[config.mk]
export PLATFORM = sky130hd
export DESIGN_NAME = mem_port_arbiter
export DESIGN_NICKNAME = d
export VERILOG_FILES = /design/src/rtl/mem_arb_pkg.sv /design/src/rtl/rr_prio_select.sv /design/src/rtl/mem_port_arbiter.sv
export SDC_FILE = /design/constraint.sdc
export NUM_CORES = 1
export LEC_CHECK = 0
export ABC_AREA = 1
export CAP_MARGIN = 20
export CORE_MARGIN = 2
export CORE_UTILIZATION = 37
export DETAILED_ROUTE_END_ITERATION = 8
export GPL_ROUTABILITY_DRIVEN = 0
export HOLD_SLACK_MARGIN = 0.05
export MAX_ROUTING_LAYER = met4
export PLACE_DENSITY = 0.73
export SKIP_CTS_REPAIR_TIMING = 1
export SYNTH_ARGS = -nofsm -noshare
export SYNTH_HDL_FRONTEND = slang
export SYNTH_SLANG_ARGS = --single-unit
[constraint.sdc]
create_clock -name clk -period 1.25 [get_ports clk]
set_input_delay 0.25 -clock clk [delete_from_list [all_inputs] [get_ports clk]]
set_output_delay 0.25 -clock clk [all_outputs]
set_load 0.02 [all_outputs]
[src/rtl/mem_arb_pkg.sv]
// mem_arb_pkg: owner/state types and byte-enable constant shared by the memory port arbiter
package mem_arb_pkg;
  typedef enum logic [1:0] {OWNER_I, OWNER_D, OWNER_X} owner_t;
  typedef enum logic {ARB_IDLE, ARB_ACCESS} arb_state_t;
  localparam int BE_MAX_W = 128;
  localparam logic [BE_MAX_W-1:0] BE_ALL_ONES = '1;
endpackage

[src/rtl/rr_prio_select.sv]
// rr_prio_select: one-hot pick among I/D/X; X has priority, I/D alternate, lock admits only X
module rr_prio_select
  import mem_arb_pkg::*;
(
  input  logic       i_i_req,
  input  logic       i_d_req,
  input  logic       i_x_req,
  input  logic       i_lock,
  input  owner_t     i_rr_last,
  output logic [2:0] o_gnt
);
  logic w_id_ok;
  assign w_id_ok  = !i_lock && !i_x_req;
  assign o_gnt[2] = i_x_req;
  assign o_gnt[1] = w_id_ok && i_d_req && (!i_i_req || i_rr_last == OWNER_I);
  assign o_gnt[0] = w_id_ok && i_i_req && (!i_d_req || i_rr_last != OWNER_I);
endmodule

[src/rtl/mem_port_arbiter.sv]
// mem_port_arbiter: shares one single-port SRAM between fetch, load/store and debug ports
module mem_port_arbiter
  import mem_arb_pkg::*;
#(
  parameter int ADDR_WIDTH  = 32,
  parameter int DATA_WIDTH  = 32,
  parameter int WAIT_STATES = 0
) (
  input  logic                    clk,
  input  logic                    rstN,
  input  logic                    iReq,
  input  logic [ADDR_WIDTH-1:0]   iAddr,
  output logic                    iGnt,
  output logic                    iRValid,
  output logic [DATA_WIDTH-1:0]   iRData,
  input  logic                    dReq,
  input  logic                    dWE,
  input  logic [DATA_WIDTH/8-1:0] dByteEn,
  input  logic [ADDR_WIDTH-1:0]   dAddr,
  input  logic [DATA_WIDTH-1:0]   dWData,
  output logic                    dGnt,
  output logic                    dRValid,
  output logic [DATA_WIDTH-1:0]   dRData,
  input  logic                    xReq,
  input  logic                    xWE,
  input  logic [DATA_WIDTH/8-1:0] xByteEn,
  input  logic [ADDR_WIDTH-1:0]   xAddr,
  input  logic [DATA_WIDTH-1:0]   xWData,
  input  logic                    xLock,
  output logic                    xGnt,
  output logic                    xRValid,
  output logic [DATA_WIDTH-1:0]   xRData,
  output logic                    memCE,
  output logic                    memWE,
  output logic [DATA_WIDTH/8-1:0] memByteEn,
  output logic [ADDR_WIDTH-1:0]   memAddr,
  output logic [DATA_WIDTH-1:0]   memWData,
  input  logic [DATA_WIDTH-1:0]   memRData,
  output logic                    locked
);
  localparam int BW = DATA_WIDTH / 8;
  localparam int CW = (WAIT_STATES > 0) ? $clog2(WAIT_STATES + 1) : 1;
  arb_state_t            r_state, w_state_nxt;
  logic [CW-1:0]         r_wait_cnt, w_wait_nxt;
  owner_t                r_rr_last, r_owner, w_owner;
  logic                  r_lock, r_we, w_last, w_can_grant, w_any_gnt, w_rd_done;
  logic [2:0]            w_sel, w_gnt, r_rvalid;
  logic [BW-1:0]         r_be;
  logic [ADDR_WIDTH-1:0] r_addr;
  logic [DATA_WIDTH-1:0] r_wdata, r_i_rdata, r_d_rdata, r_x_rdata;

  rr_prio_select u_sel (
    .i_i_req  (iReq),
    .i_d_req  (dReq),
    .i_x_req  (xReq),
    .i_lock   (r_lock),
    .i_rr_last(r_rr_last),
    .o_gnt    (w_sel)
  );

  assign w_last      = r_state == ARB_ACCESS && r_wait_cnt == '0;
  assign w_can_grant = r_state == ARB_IDLE || w_last;
  assign w_gnt       = w_can_grant ? w_sel : 3'b000;
  assign w_any_gnt   = |w_gnt;
  assign w_owner     = w_gnt[2] ? OWNER_X : w_gnt[1] ? OWNER_D : OWNER_I;
  assign w_rd_done   = w_last && !r_we;

  always_comb begin
    w_state_nxt = w_any_gnt ? ARB_ACCESS : w_last ? ARB_IDLE : r_state;
    w_wait_nxt  = w_any_gnt ? CW'(WAIT_STATES) : (r_state == ARB_ACCESS && !w_last) ? r_wait_cnt - CW'(1) : r_wait_cnt;
  end

  always_ff @(posedge clk or negedge rstN) begin
    if (!rstN) begin
      r_state    <= ARB_IDLE;
      r_wait_cnt <= '0;
    end else begin
      r_state    <= w_state_nxt;
      r_wait_cnt <= w_wait_nxt;
    end
  end

  always_ff @(posedge clk or negedge rstN) begin
    if (!rstN) begin
      r_rr_last <= OWNER_D;
      r_owner   <= OWNER_I;
      r_lock    <= 1'b0;
      r_we      <= 1'b0;
      r_be      <= '0;
      r_addr    <= '0;
      r_wdata   <= '0;
      r_rvalid  <= '0;
      r_i_rdata <= '0;
      r_d_rdata <= '0;
      r_x_rdata <= '0;
    end else begin
      // read data is returned to the window's owner while the next window may already be granted
      r_rvalid  <= w_rd_done ? 3'b001 << r_owner : 3'b000;
      r_i_rdata <= (w_rd_done && r_owner == OWNER_I) ? memRData : r_i_rdata;
      r_d_rdata <= (w_rd_done && r_owner == OWNER_D) ? memRData : r_d_rdata;
      r_x_rdata <= (w_rd_done && r_owner == OWNER_X) ? memRData : r_x_rdata;
      r_lock    <= w_can_grant ? xLock && (r_lock || w_gnt[2]) : r_lock;
      if (w_any_gnt) begin
        r_owner <= w_owner;
        r_we    <= w_gnt[2] ? xWE : w_gnt[1] && dWE;
        r_be    <= w_gnt[2] ? xByteEn : w_gnt[1] ? dByteEn : BE_ALL_ONES[BW-1:0];
        r_addr  <= w_gnt[2] ? xAddr : w_gnt[1] ? dAddr : iAddr;
        r_wdata <= w_gnt[2] ? xWData : w_gnt[1] ? dWData : '0;
        if (!w_gnt[2]) r_rr_last <= w_owner;
      end
    end
  end

  assign iGnt      = w_gnt[0];
  assign dGnt      = w_gnt[1];
  assign xGnt      = w_gnt[2];
  assign iRValid   = r_rvalid[0];
  assign dRValid   = r_rvalid[1];
  assign xRValid   = r_rvalid[2];
  assign iRData    = r_i_rdata;
  assign dRData    = r_d_rdata;
  assign xRData    = r_x_rdata;
  assign memCE     = r_state == ARB_ACCESS;
  assign memWE     = memCE && r_we;
  assign memByteEn = r_be;
  assign memAddr   = r_addr;
  assign memWData  = r_wdata;
  assign locked    = r_lock;
endmodule
# Yosys cells after proc, flatten, opt, wreduce, memory -nomap -nowiden

Index checks and enable logic that the tools add are counted.

Bits in read-only memories: 0
Output and inout port bits: 173
Input port bits: 208
Logic and storage cells: 66
Memories kept: 0
Latch bits: 0
Memory bits (writable): 0
Flip-flop bits (word level): 175

Divide/modulo/power cells: 0
Shift operators: 1
Bitwise operators: 3
$mul: 0
Add/sub/neg operators: 1
Multiplexer cells: 15
$lt $le $gt $ge: 0
Reduce and logical (&&, ||, !) cells: 31
Equal/unequal tests: 2

Operators by type and width:

| cell                | count |
|---|---|
| $mux 32             | 4 |
| $logic_and 1x1->1   | 14 |
| $mux 4              | 2 |
| $logic_not 1->1     | 6 |
| $mux 1              | 6 |
| $mux 3              | 2 |
| $reduce_bool 2->1   | 3 |
| $logic_not 2->1     | 2 |
| $logic_or 1x1->1    | 4 |
| $not 1->1           | 3 |
| $reduce_or 3->1     | 1 |
| $shl 1x2->3 const A | 1 |
| $eq 2x1->1 const B  | 1 |
| $eq 2x2->1 const B  | 1 |
| $mux 2              | 1 |
| $reduce_and 2->1    | 1 |
| $sub 1x1->1 const B | 1 |

# Logic depth before layout (Yosys ltp)

Word-level depth: 7
Gate-level depth with buffers: 11
Depth with buffers taken out: 9

# Modules after synthesis

Synthesis repeated with hierarchy kept, for this count alone.

Cell total of the unflattened synthesis: 892
Area total of the unflattened synthesis: 7663.6 um^2

Modules (own cells, without submodules):

| module           | instances | seq. area each (um^2) | area an instance (um^2) | cells an instance |
|---|---|---|---|---|
| mem_port_arbiter | 1         | 4380.5                | 7601.0                  | 877 |
| rr_prio_select   | 1         | 0.0                   | 62.6                    | 15 |

# Worst setup path before layout

No wires, ideal clock.

Kind: register to register
From: register r_state (netlist: memCE)
To: register r_be[0] (netlist: memByteEn[0])
Setup time: 0.117 ns
Period minus slack after synthesis: 1.495 ns
Stages on the path, launching flop included: 10
Buffers on the path: 1
Arrival time: 1.378 ns
Path slack: -0.245 ns
Data required time: 1.133 ns
Cells stage by stage: dfrtp_1 -> nand2_2 -> nand2_2 -> nor2_4 -> nand2_4 -> inv_2 -> buf_2 -> nand2_1 -> nand3_1 -> nand2_1

Cells in the longest elaborated chain, start to end: 5
Elaborated cells between the ends (all ways): 7
Those cells by class: 3 x mux; 1 x bitwise; 3 x reduce/logical

Ends and longest elaborated chain:

| element                                        | line                                           | RTL |
|---|---|---|
| start: declaration                             | mem_port_arbiter.sv:43                         | `arb_state_t r_state, w_state_nxt;` |
| start signal: assignment                       | mem_port_arbiter.sv:78                         | `r_state <= w_state_nxt;` |
| $logic_and 1x1->1 or $not 1->1 (tied branches) | mem_port_arbiter.sv:61, mem_port_arbiter.sv:62 |  |
| $logic_or 1x1->1 (*)                           | mem_port_arbiter.sv:62                         | `assign w_can_grant = r_state == ARB_IDLE \|\| w_last;` |
| $mux 3 (*)                                     | mem_port_arbiter.sv:63                         | `assign w_gnt = w_can_grant ? w_sel : 3'b000;` |
| named net dGnt                                 | mem_port_arbiter.sv:21                         | `output logic dGnt,` |
| $mux 4 (2 in a row)                            | mem_port_arbiter.sv:106                        | `r_be <= w_gnt[2] ? xByteEn : w_gnt[1] ? dByteEn : BE_ALL_ONES[BW-1:0];` |
| end signal: assignment                         | mem_port_arbiter.sv:106                        |  |
| end: declaration                               | mem_port_arbiter.sv:48                         | `logic [BW-1:0] r_be;` |

The timed path passes the listed nets; every way through them passes the cells marked *.
A chain may end at the register's enable or synchronous reset.

# Worst setup path in the final report

From: register r_addr[19] (netlist: memAddr[19])
To: output memAddr[19]

RTL lines:

| element                  | line                    | RTL |
|---|---|---|
| start: declaration       | mem_port_arbiter.sv:49  | `logic [ADDR_WIDTH-1:0] r_addr;` |
| start signal: assignment | mem_port_arbiter.sv:107 | `r_addr <= w_gnt[2] ? xAddr : w_gnt[1] ? dAddr : iAddr;` |
| end: declaration         | mem_port_arbiter.sv:36  | `output logic [ADDR_WIDTH-1:0] memAddr,` |

No word-level cell between the ends.

==> results.md <==
- Synth Area per Inst: 8.28 um^2
- Status: finished, violations left
- Starting DRC count in detailed routing: between 200 and 300
- Worst skew pair latency: 420 ps
- Post-Synthesis Cells: about 950
- Worst setup EP type: output pin
- Clock transition at path regs: 70 ps
- Clock skew: approximately 10 ps
- Clock root buffer: clkbuf_16
- Fmax: 0.611 GHz
- Startpoint Class: register
- Area growth, synth to finish: 62.7%
- Detailed Routing Iterations Pass 1: 4
- Initial Util: 37.6%
- Worst hold-check path type: in2async
- Leak: 7.00 nW
- Multi-input gate area: 0.00277 mm^2
- Syn_nets: ~1200
- Min Hold Slack: 291 ps
- Crit-path slowest cell: clkdlybuf4s50_1
- Overall Power: 21.9 mW
- Final Hold Violating Endpoints: 0
- Worst path max stage delay: 620 ps
- Max layer used: met4
- Post-route minimum period: 1640 ps
- Worst path bufs/invs: 1
- Placeable Area: 0.0209 mm^2
- # DRC: 0
- Seq/Total Area, Yosys: a little under three fifths
- WL met2: about 13 mm
- Switch Pwr: 8.07 mW
- Layout fillers: 1874
- Total track usage: around a quarter
- Crit path max-delay family: buffers and inverters
- Slew margin rel.: 75.4%
- Nets@finish: between 1500 and 2000
- Max_cap viols: 0
- Switching Share: between 30% and 40%
- Layout cells sized above 1: 12.4%
- Critical path peak fanout: 2
- Worst path cell trace: clkdlybuf4s50_1
- Combinational fraction of design power: 38.4%
- Final slew viol count: 0
- Mapped cell area: 0.00785 mm^2
- Pwr per Cell Area: 1710 mW/mm^2
- Synthesis-stage register bit count: 175
- Ys Warns: 0
- Failing checks: setup timing
- Initial antenna violation count: 0
- IO Port Bufs: 380
- Critical Path RT: 1000 ps
- Grt total ovfl: 0
- Number of global-route vias before repair: roughly 7500
- Ant. Diodes: 0
- Met3 WL: approximately 2 mm
- Largest net degree at the start of global routing: 66
- Hpwl dp: about 19 mm
- Setup ws final: -386 ps
- Setup-failing EPs final: between 200 and 300
- First-pass GRT wire length: slightly below 40 mm
- Clk buf depth: 2
- Vert. Die Dim: ~150 um
- Reg power frac: around 38%
- Synth unique cells: 22
- Final period util: 131%
- Int Pwr: 13.8 mW
- Routed wire per std cell: 15.9 um
- Vias per cell: 4.71
- Crit path arrival time: ~1400 ps
- Die Wd: 150 um
- IO Count: around 380
- Clock power frac: between 20% and 30%
- Max H-tree Level: 4
- Max VDD drop: 0.000909 V
- RSZ-0062 raised after global routing: yes
- Clock Sink Count: roughly 180
- Num CTS Buffers: 17
- Row cnt: 53
- DIE AREA: ~0.022 mm^2
- Wl on met1: 9.98 mm
- Kind of critical path: reg2out
- DR vias: 7607
- Seq. cell area: 0.00438 mm^2
- DRT antenna net count: 0
- Final core occ: 61.1%
- WL final: 25.6 mm
- Worst slew pin tran: 369 ps
- TritonCTS clock tree: built
path summary, 6_finish.rpt:
kind	start	end	slack, ps	cells past startpoint
max	memAddr[19]	memAddr[19]	-390	1
min reg2reg	memWData[11]	memWData[11]	470	2
min in group clk	xAddr[14]	memAddr[14]	400	3
max reg2reg	memCE	memAddr[4]	-320	7
min	rstN	dRData[18]	290	2
max in group asynchronous	rstN	dRData[1]	410	3
logic make-up (layout without fill, tap and decap cells):
family,Yosys count,after routing,share of synthesized area [%]
buf+inv,177,570,9.60
flops,175,175,55.8
compound gates,101,101,6.51
simple gates,494,494,28.1
metrics by stage:
| stage | TNS [ps] | worst slack, ps | area, um^2 | instances |
|---|---|---|---|---|
| 2_1_floorplan | -14670 | -212 | 8040 | 947 |
| 3_3_place_gp | -69400 | -804 | 12100 | 1581 |
| 3_5_place_dp | -72620 | -821 | 12100 | 1581 |
| 4_1_cts | -111890 | -911 | 12700 | 1613 |
| 5_1_grt | -69070 | -451 | 12800 | 1615 |
| 6_report | -42970 | -386 | 12800 | 1615 |
power by group through the flow:
stage               clock network (mW)  logic (mW)  registers [mW]
finish                            5.20        8.41            8.28
detailed placement                   0        9.10            8.40
global placement                     0        8.99            8.34
CTS                               5.37        9.12            8.32
global route                      5.61        9.09            8.46
floorplan                            0        2.10            10.4
final cells by class:
| type | instances | share of cell area (%) |
|---|---|---|
| Clock buffer | 18 | 3.44 |
| Inverter | 118 | 3.53 |
| Timing Repair Buffer | 420 | 33.2 |
| Clock inverter | 14 | 1.11 |
| Multi-Input combinational cell | 595 | 21.7 |
| Sequential cell | 175 | 34.3 |
| Tap cell | 275 | 2.70 |
registers in the layout (all words and copies together) (netlist names), 2 cells and up:
name	cells
r_rr_last	2
dRData	32
xRData	32
memAddr	32
r_owner	2
memByteEn	4
iRData	32
memWData	32
r_rvalid	3
per-layer routing:
layer | vias to the layer above | global-route usage, %
li1 | 3735 | -
met1 | 3552 | 26.6
met2 | 285 | 39.7
met3 | 35 | 6.40
met4 | 0 | 7.81
met5 | - | -
worst reg2reg max path, delay by kind of cell, from the launching register on:
family	cells	cell delay, ps
buffers and inverters	1	350
DFF	1	420
and+or+nand+nor	6	670
cell usage after synthesis:
cell type,count,area share (%)
nand2_1,343,16
dfrtp_1,174,56
inv_1,116,5.6
o21ai_0,99,6.3
nand3_1,72,4.6
nand3b_1,32,3.1
nand4_1,32,2.6
buf_2,26,1.7
clkbuf_1,25,1.2
buf_6,7,1.0
or2_2,4,0.32
nand2_2,3,0.24
nor2_1,3,0.14
inv_2,2,0.096
nand2_4,2,0.29
buf_4,1,0.096
dfstp_2,1,0.33
nand3_4,1,0.22
nor2_2,1,0.080
nor2_4,1,0.14
o21ai_2,1,0.11
o22ai_1,1,0.080
cell usage in the layout, fill, tap and decap left out, drive strengths merged:
cell / netlist / layout
dfstp: 1 / 1
clkbuf: 25 / 36
clkinv: 0 / 6
inv: 118 / 125
or2: 4 / 4
buf: 34 / 88
nand2: 348 / 348
nor2: 5 / 5
o22ai: 1 / 1
clkdlybuf4s50: 0 / 235
nand3: 73 / 73
dlygate4sd3: 0 / 1
clkinvlp: 0 / 1
o21ai: 100 / 100
dlymetal6s2s: 0 / 78
nand3b: 32 / 32
nand4: 32 / 32
dfrtp: 174 / 174
Power figures use the tool's default switching activity.
